**config.mk**
```make
export PLATFORM = sky130hd
export DESIGN_NAME = pid_scheduler
export DESIGN_NICKNAME = d
export VERILOG_FILES = /design/src/rtl/pid_sched_pkg.sv /design/src/rtl/pid_scheduler_ctx_ram.sv /design/src/rtl/pid_scheduler.sv
export SDC_FILE = /design/constraint.sdc
export NUM_CORES = 2
export LEC_CHECK = 0
export ABC_AREA = 1
export CORE_AREA = 2 2 746 748
export CTS_BUF_LIST = sky130_fd_sc_hd__clkbuf_2 sky130_fd_sc_hd__clkbuf_4 sky130_fd_sc_hd__clkbuf_8
export DETAILED_ROUTE_END_ITERATION = 8
export DIE_AREA = 0 0 748 750
export SYNTH_ARGS = -nofsm -noshare
export SYNTH_HDL_FRONTEND = slang
export SYNTH_HIERARCHICAL = 1
export SYNTH_SLANG_ARGS = --single-unit
```
**constraint.sdc**
```tcl
create_clock -name clock -period 27.7 [get_ports clock]
set_clock_uncertainty 0.15 [all_clocks]
set_input_delay 5.54 -clock clock [delete_from_list [all_inputs] [get_ports clock]]
set_output_delay 5.54 -clock clock [all_outputs]
set_load 0.05 [all_outputs]
```
**src/rtl/pid_sched_pkg.sv**
```systemverilog
// Shared definitions for the time-multiplexed PID scheduler: FSM state codes,
// the per-channel context record and the enabled-channel search helper.
package pid_sched_pkg;

  typedef logic [2:0] sched_state_t;

  localparam sched_state_t ST_IDLE   = 3'd0;
  localparam sched_state_t ST_LOAD   = 3'd1;
  localparam sched_state_t ST_SETTLE = 3'd2;
  localparam sched_state_t ST_COMMIT = 3'd3;
  localparam sched_state_t ST_NEXT   = 3'd4;

  localparam logic [31:0] FLOAT_ZERO = 32'h0000_0000;

  typedef struct packed {
    logic [31:0] result;
    logic [31:0] err_prev;
    logic [31:0] integral;
  } pid_ctx_t;

  // Returns {found, index} of the lowest set bit of mask at or above start.
  function automatic logic [4:0] next_channel(input logic [15:0] mask, input logic [4:0] start);
    logic [4:0] sel;
    sel = '0;
    for (int i = 15; i >= 0; i--) begin
      if (mask[i] && (5'(i) >= start)) sel = {1'b1, 4'(i)};
    end
    return sel;
  endfunction

endpackage

```
**src/rtl/pid_scheduler_ctx_ram.sv**
```systemverilog
// pid_ctx_ram: register-based per-channel PID context store (result, previous error,
// integral) with one read port, one write port and a bulk clear for skipped channels.
module pid_ctx_ram
  import pid_sched_pkg::*;
#(
  parameter int NUM_MOTORS = 8,
  parameter int CH_W       = 3
) (
  input  logic                  clock,
  input  logic                  reset,
  input  logic [CH_W-1:0]       i_rd_addr,
  output pid_ctx_t              o_rd_data,
  input  logic                  i_wr_en,
  input  logic [CH_W-1:0]       i_wr_addr,
  input  pid_ctx_t              i_wr_data,
  input  logic [NUM_MOTORS-1:0] i_clr_mask
);

  pid_ctx_t r_mem [NUM_MOTORS];

  always_ff @(posedge clock or posedge reset) begin
    if (reset) begin
      for (int i = 0; i < NUM_MOTORS; i++) r_mem[i] <= '0;
    end else begin
      for (int i = 0; i < NUM_MOTORS; i++) begin
        if (i_clr_mask[i]) r_mem[i] <= '0;
        else if (i_wr_en && (i_wr_addr == CH_W'(i))) r_mem[i] <= i_wr_data;
      end
    end
  end

  assign o_rd_data = r_mem[i_rd_addr];

endmodule

```
**src/rtl/pid_scheduler.sv**
```systemverilog
// pid_scheduler: sweeps enabled motor channels through one shared PID core each control tick.
// Optional PID_SCHED_OVERRUN_EN adds overrun_count/overrun for ticks that land mid-sweep.
module pid_scheduler
  import pid_sched_pkg::*;
#(
  parameter int NUM_MOTORS    = 8,
  parameter int PID_LATENCY   = 24,
  parameter int UPDATE_PERIOD = 50000
) (
  input  logic                     clock,
  input  logic                     reset,
  input  logic                     enable,
  input  logic [NUM_MOTORS-1:0]    channel_en,
  input  logic [NUM_MOTORS*32-1:0] Kp_in,
  input  logic [NUM_MOTORS*32-1:0] Ki_in,
  input  logic [NUM_MOTORS*32-1:0] Kd_in,
  input  logic [NUM_MOTORS*32-1:0] state_in,
  input  logic [NUM_MOTORS*32-1:0] setpoint_in,
  output logic [31:0]              pid_Kp,
  output logic [31:0]              pid_Ki,
  output logic [31:0]              pid_Kd,
  output logic [31:0]              pid_state,
  output logic [31:0]              pid_setpoint,
  output logic [31:0]              ctx_result,
  output logic [31:0]              ctx_err_prev,
  output logic [31:0]              ctx_integral,
  input  logic [31:0]              pid_result,
  input  logic [31:0]              pid_err,
  input  logic [31:0]              pid_integral,
  output logic                     pid_update,
  output logic [NUM_MOTORS*32-1:0] result,
  output logic                     busy,
  output logic                     sweep_done
`ifdef PID_SCHED_OVERRUN_EN
  ,
  output logic [15:0]              overrun_count,
  output logic                     overrun
`endif
);

  localparam int CH_W  = (NUM_MOTORS > 1) ? $clog2(NUM_MOTORS) : 1;
  localparam int CNT_W = $clog2(UPDATE_PERIOD);
  localparam int SET_W = (PID_LATENCY > 1) ? $clog2(PID_LATENCY) : 1;

  sched_state_t          r_state;
  logic [CNT_W-1:0]      r_period_cnt;
  logic [NUM_MOTORS-1:0] r_mask;
  logic [CH_W-1:0]       r_chan;
  logic [SET_W-1:0]      r_settle_cnt;
  logic                  r_sweep_done;
  logic [31:0]           r_op_kp, r_op_ki, r_op_kd, r_op_state, r_op_setpoint;
  pid_ctx_t              r_op_ctx;
  logic [31:0]           r_result [NUM_MOTORS];

  logic [31:0]           w_kp_ch [NUM_MOTORS];
  logic [31:0]           w_ki_ch [NUM_MOTORS];
  logic [31:0]           w_kd_ch [NUM_MOTORS];
  logic [31:0]           w_state_ch [NUM_MOTORS];
  logic [31:0]           w_setpoint_ch [NUM_MOTORS];
  logic                  w_tick, w_sweep_start, w_commit;
  logic [4:0]            w_first, w_next;
  logic [NUM_MOTORS-1:0] w_clr_mask;
  pid_ctx_t              w_ctx_rd, w_ctx_wr;

  genvar gi;
  generate
    for (gi = 0; gi < NUM_MOTORS; gi++) begin : g_chan
      assign w_kp_ch[gi]          = Kp_in[32*gi +: 32];
      assign w_ki_ch[gi]          = Ki_in[32*gi +: 32];
      assign w_kd_ch[gi]          = Kd_in[32*gi +: 32];
      assign w_state_ch[gi]       = state_in[32*gi +: 32];
      assign w_setpoint_ch[gi]    = setpoint_in[32*gi +: 32];
      assign result[32*gi +: 32]  = r_result[gi];
    end
  endgenerate

  assign w_tick        = (r_period_cnt == CNT_W'(UPDATE_PERIOD - 1));
  assign w_sweep_start = (r_state == ST_IDLE) && w_tick && enable;
  assign w_commit      = (r_state == ST_COMMIT);
  assign w_first       = next_channel(16'(channel_en), 5'd0);
  assign w_next        = next_channel(16'(r_mask), 5'(r_chan) + 5'd1);
  // Channels seen disabled at sweep start lose their result and context.
  assign w_clr_mask    = w_sweep_start ? ~channel_en : '0;
  assign w_ctx_wr      = '{result: pid_result, err_prev: pid_err, integral: pid_integral};

  always_ff @(posedge clock or posedge reset) begin
    if (reset) r_period_cnt <= '0;
    else if (w_tick) r_period_cnt <= '0;
    else r_period_cnt <= r_period_cnt + CNT_W'(1);
  end

  always_ff @(posedge clock or posedge reset) begin
    if (reset) begin
      r_state       <= ST_IDLE;
      r_mask        <= '0;
      r_chan        <= '0;
      r_settle_cnt  <= '0;
      r_sweep_done  <= 1'b0;
      r_op_kp       <= FLOAT_ZERO;
      r_op_ki       <= FLOAT_ZERO;
      r_op_kd       <= FLOAT_ZERO;
      r_op_state    <= FLOAT_ZERO;
      r_op_setpoint <= FLOAT_ZERO;
      r_op_ctx      <= '0;
    end else begin
      r_sweep_done <= 1'b0;
      case (r_state)
        ST_IDLE: begin
          if (w_sweep_start) begin
            r_mask <= channel_en;
            if (w_first[4]) begin
              r_chan  <= CH_W'(w_first[3:0]);
              r_state <= ST_LOAD;
            end else begin
              r_sweep_done <= 1'b1;
            end
          end
        end
        ST_LOAD: begin
          r_op_kp       <= w_kp_ch[r_chan];
          r_op_ki       <= w_ki_ch[r_chan];
          r_op_kd       <= w_kd_ch[r_chan];
          r_op_state    <= w_state_ch[r_chan];
          r_op_setpoint <= w_setpoint_ch[r_chan];
          r_op_ctx      <= w_ctx_rd;
          r_settle_cnt  <= SET_W'(PID_LATENCY - 1);
          r_state       <= ST_SETTLE;
        end
        ST_SETTLE: begin
          if (r_settle_cnt == '0) r_state <= ST_COMMIT;
          else r_settle_cnt <= r_settle_cnt - SET_W'(1);
        end
        ST_COMMIT: begin
          // The NEXT decision is taken here so the following LOAD starts immediately.
          if (w_next[4]) begin
            r_chan  <= CH_W'(w_next[3:0]);
            r_state <= ST_LOAD;
          end else begin
            r_sweep_done <= 1'b1;
            r_state      <= ST_IDLE;
          end
        end
        ST_NEXT: r_state <= ST_IDLE;
        default: r_state <= ST_IDLE;
      endcase
    end
  end

  always_ff @(posedge clock or posedge reset) begin
    if (reset) begin
      for (int i = 0; i < NUM_MOTORS; i++) r_result[i] <= FLOAT_ZERO;
    end else begin
      for (int i = 0; i < NUM_MOTORS; i++) begin
        if (w_clr_mask[i]) r_result[i] <= FLOAT_ZERO;
        else if (w_commit && (r_chan == CH_W'(i))) r_result[i] <= pid_result;
      end
    end
  end

  pid_ctx_ram #(
    .NUM_MOTORS (NUM_MOTORS),
    .CH_W       (CH_W)
  ) u_ctx_ram (
    .clock      (clock),
    .reset      (reset),
    .i_rd_addr  (r_chan),
    .o_rd_data  (w_ctx_rd),
    .i_wr_en    (w_commit),
    .i_wr_addr  (r_chan),
    .i_wr_data  (w_ctx_wr),
    .i_clr_mask (w_clr_mask)
  );

  assign pid_Kp       = r_op_kp;
  assign pid_Ki       = r_op_ki;
  assign pid_Kd       = r_op_kd;
  assign pid_state    = r_op_state;
  assign pid_setpoint = r_op_setpoint;
  assign ctx_result   = r_op_ctx.result;
  assign ctx_err_prev = r_op_ctx.err_prev;
  assign ctx_integral = r_op_ctx.integral;
  assign pid_update   = w_commit;
  assign busy         = (r_state == ST_LOAD) || (r_state == ST_SETTLE) || (r_state == ST_COMMIT);
  assign sweep_done   = r_sweep_done;

`ifdef PID_SCHED_OVERRUN_EN
  logic [15:0] r_overrun_count;
  logic        r_overrun;

  always_ff @(posedge clock or posedge reset) begin
    if (reset) begin
      r_overrun_count <= '0;
      r_overrun       <= 1'b0;
    end else if (w_tick && busy) begin
      if (r_overrun_count != 16'hFFFF) r_overrun_count <= r_overrun_count + 16'd1;
      r_overrun <= 1'b1;
    end
  end

  assign overrun_count = r_overrun_count;
  assign overrun       = r_overrun;
`endif

endmodule

```
==> metrics.md <==
| Metric | Value |
|---|---|
| Buffer levels on the longest clock path | `4` |
| Worst-Skew Late Latency | `1.00 ns` |
| TritonRoute pass-1 iters | `6` |
| Leading cell types by count after synthesis | `4036 x nand2_1, 1315 x dfrtp_1, 826 x nor2_1, 815 x inv_1, 594 x o21ai_0` |
| Endpoint class of the critical path | `async pin` |
| Share of layout cells above drive strength 1 | `6.23%` |
| Synth area leaders | `dfrtp_1 46%, nand2_1 21%, nor2_1 4.3%, inv_1 4.3%, o21ai_0 4.1%` |
| Final non-filler cell area | `0.104 mm²` |
| Distinct cells, synth | `41` |
| Number of DRC violations after detailed-routing iteration 0 | `8800` |
| Post-synthesis average cell area | `6.89 µm²` |
| Final core utilization | `18.7%` |
| Portion of the post-synthesis area used by sequential elements | `45.9%` |
| P per Cell Area | `45.2 mW/mm²` |
| Net count after synthesis | `11800` |
| Total Routing Usage GR | `16.3%` |
| Post-Place Setup Slack | `16.51 ns` |
| Pin slew with the least headroom to its limit | `1.41 ns` |
| Final count of negative-setup-slack endpoints | `0` |
| Number of buffers created by CTS | `264` |
| Number of DRC violations after detailed routing | `0` |
| Tcrit/Tclk final | `35.5%` |
| Overflow left after global routing | `0` |
| Setup repair after global routing missed its margin | `false` |
| Clock-pin slew on the worst setup and hold paths | `0.06 ns` |
| Worst hold-check path type | `flop to flop` |
| Buffers added on ports | `1901` |
| Floorplan die area | `0.561 mm²` |
| Critical path startpoint category | `input pin` |
| Number of enable-type register cells in the synthesized netlist | `0` |
| Clock sink count | `1315` |
| Critical path class | `input pin to async pin` |
| Final period demand of the worst path | `9.84 ns` |
| Sum Neg Setup Slack | `0 ns` |
| Worst-path fanout max | `96` |
| Final slew viol count | `0` |
| Worst Path Arrival | `10.61 ns` |
| Chip Height | `750 µm` |
| Overall routed net length | `485 mm` |
| CTS root buffer | `clkbuf_8` |
| Combined area of all synthesized cells | `0.0717 mm²` |
| Outcome | `finished, final reports clean` |
| H-tree depth | `5` |
| Core footprint | `0.554 mm²` |
| Top FF cell, synth | `dfrtp_1` |
| Number of warnings reported in the yosys synthesis log | `6` |
| Leakage | `47.8 nW` |
| Vias after detailed routing | `79400` |
| Residual antenna-violating net count after detailed routing | `0` |
| Post-layout net count | `13300` |
| Post-detailed-route via-to-cell ratio | `4.08` |
| Hold bufs inserted after CTS | `0` |
| Worst-case hold slack | `0.313 ns` |
| Cells after synthesis | `10400` |
| Initial standard-cell utilization of the core | `12.9%` |
| Std cell rows | `274` |
| Half-perimeter wire length of the detailed placement result | `361 mm` |
| Library cell occupying the most area in the post-synthesis netlist | `dfrtp_1` |
| Power Total | `4.68 mW` |
| R2R Setup Slk | `22.16 ns` |
| Flop and latch count out of synthesis | `1315` |
| Via count of the first global-routing pass | `73800` |
| Critical path required time | `28.47 ns` |
| Share of Yosys cell area claimed by the top area cell type | `45.9%` |
| Most numerous cell in the Yosys netlist | `nand2_1` |
| Min-Delay Startpoint | `r_period_cnt[0]$_DFF_PP0_` |
| Area growth, synth to finish | `44.5%` |
| Origin of the critical flop-to-flop path | `r_chan[0]$_DFFE_PP0P_` |
| Worst slew margin | `5.81%` |
| Routability Congestion | `0.938` |
| Antenna violations before repair | `182` |
| IR drop worst, VDD | `0.0000472 V` |
| Post-CTS Repair Setup Buffers | `0` |
| Final hold violation count | `0` |
| First-pass GRT wire length | `640 mm` |
| Filler instances | `62600` |
| Number of gates given a new drive strength after cts | `0` |
| Fraction of registers with async set or reset after synthesis | `100%` |
| Minimum setup slack in the final design | `17.86 ns` |
| Total instance count after detailed placement | `18900` |
| Start point of the critical path | `reset` |
| Dpl cell area | `0.0976 mm²` |
| Post-route insts no fill | `19500` |
| Horiz. Die Dim | `748 µm` |
| Count of max-cap constraint violations | `0` |
| Number of top-level design ports | `1902` |
| Highest clock rate | `102 MHz` |
| Routed len/inst | `24.9 µm` |
| CTS tree | `done` |
| Maximum number of pins on one net before global-route repair | `179` |
[power by group]
part	internal, mW	total, mW	switching (mW)	leakage (nW)
sequential	1.97	2.00	0.0247	14.6
clock	1.24	2.24	0.995	3.01
combinational	0.226	0.446	0.220	30.2
[layout by cell type (no fill, tap or decap), types with 6 or more instances in the layout]
cell type | Yosys | final
a21oi_1 | 261 | 261
o21ai_0 | 594 | 589
inv_1 | 815 | 812
nor2_2 | 6 | 6
clkbuf_4 | 0 | 89
nor3_1 | 8 | 8
o21ai_1 | 469 | 474
inv_2 | 12 | 9
clkinv_2 | 1 | 12
buf_2 | 237 | 12
o22ai_1 | 321 | 319
inv_8 | 1 | 11
buf_4 | 28 | 186
o21bai_1 | 9 | 9
nor2_4 | 1 | 6
clkbuf_8 | 0 | 330
diode_2 | 0 | 102
ha_1 | 15 | 10
nand4_1 | 199 | 199
buf_12 | 0 | 11
clkdlybuf4s50_1 | 0 | 1859
nand2_1 | 4036 | 4035
inv_6 | 0 | 8
nand3_1 | 575 | 571
xor2_1 | 7 | 7
nor2_8 | 9 | 9
dfrtp_1 | 1315 | 1312
nand2_2 | 9 | 9
nor2_1 | 826 | 821
[registers in the layout, indices dropped and copies added (netlist names)]
name,flops
ctx_err_prev,32
r_mask,8
ctx_integral,32
r_state,2
u_ctx_ram/r_mem,768
pid_Kp,32
r_settle_cnt,5
pid_setpoint,32
ctx_result,32
r_period_cnt,16
sweep_done,1
pid_Ki,32
r_chan,3
result,256
pid_Kd,32
pid_state,32
[kinds of logic (layout without fill, tap and decap cells)]
family | after synthesis | in the layout | synth area share [%]
simple gates | 5682 | 5682 | 31.8
compound gates | 1664 | 1664 | 12.3
other cells | 0 | 102 | 0
buf+inv | 1713 | 3361 | 9.63
fa+ha+maj | 15 | 15 | 0.262
flops | 1315 | 1315 | 45.9
xor+xnor | 8 | 8 | 0.0978
[worst max-delay path: stages]
cell and delay (ns):
clkdlybuf4s50_1 0.75, inv_8 0.65, buf_4 0.67, buf_4 0.85
buf_4 0.92, buf_4 0.96
[metal layers]
layer  GRT usage [%]  routed length (µm)  vias to the layer above
li1                -                   -                    35800
met1            20.2              196000                    38500
met2            24.4              207000                     4128
met3            6.94               57600                      872
met4            7.48               24300                       96
met5           0.476                1010                        -
[area by class of cell]
cell class / count / area [µm²] / area share [%]
clock inverter: 39 / 467 / 0.451
timing repair buffer: 2070 / 20300 / 19.6
inverter: 833 / 3200 / 3.09
clock buffer: 419 / 5210 / 5.03
antenna: 102 / 255 / 0.246
multi-input combinational: 7369 / 32100 / 31.0
tap: 7314 / 9150 / 8.83
sequential: 1315 / 32900 / 31.8
[path summary, 6_finish.rpt]
kind                                                     to  cells after the start
setup / recovery           u_ctx_ram/r_mem[450]$_DFFE_PP0P_                      6
hold / removal                    r_period_cnt[0]$_DFF_PP0_                      1
setup reg to reg                     pid_Kp[31]$_DFFE_PP0P_                      9
hold reg to reg                   r_period_cnt[0]$_DFF_PP0_                      1
max in group clock                         pid_setpoint[16]                      1
min in group asynchronous         pid_state[30]$_DFFE_PP0P_                      2
No activity file was read; power rests on OpenSTA's default activity.
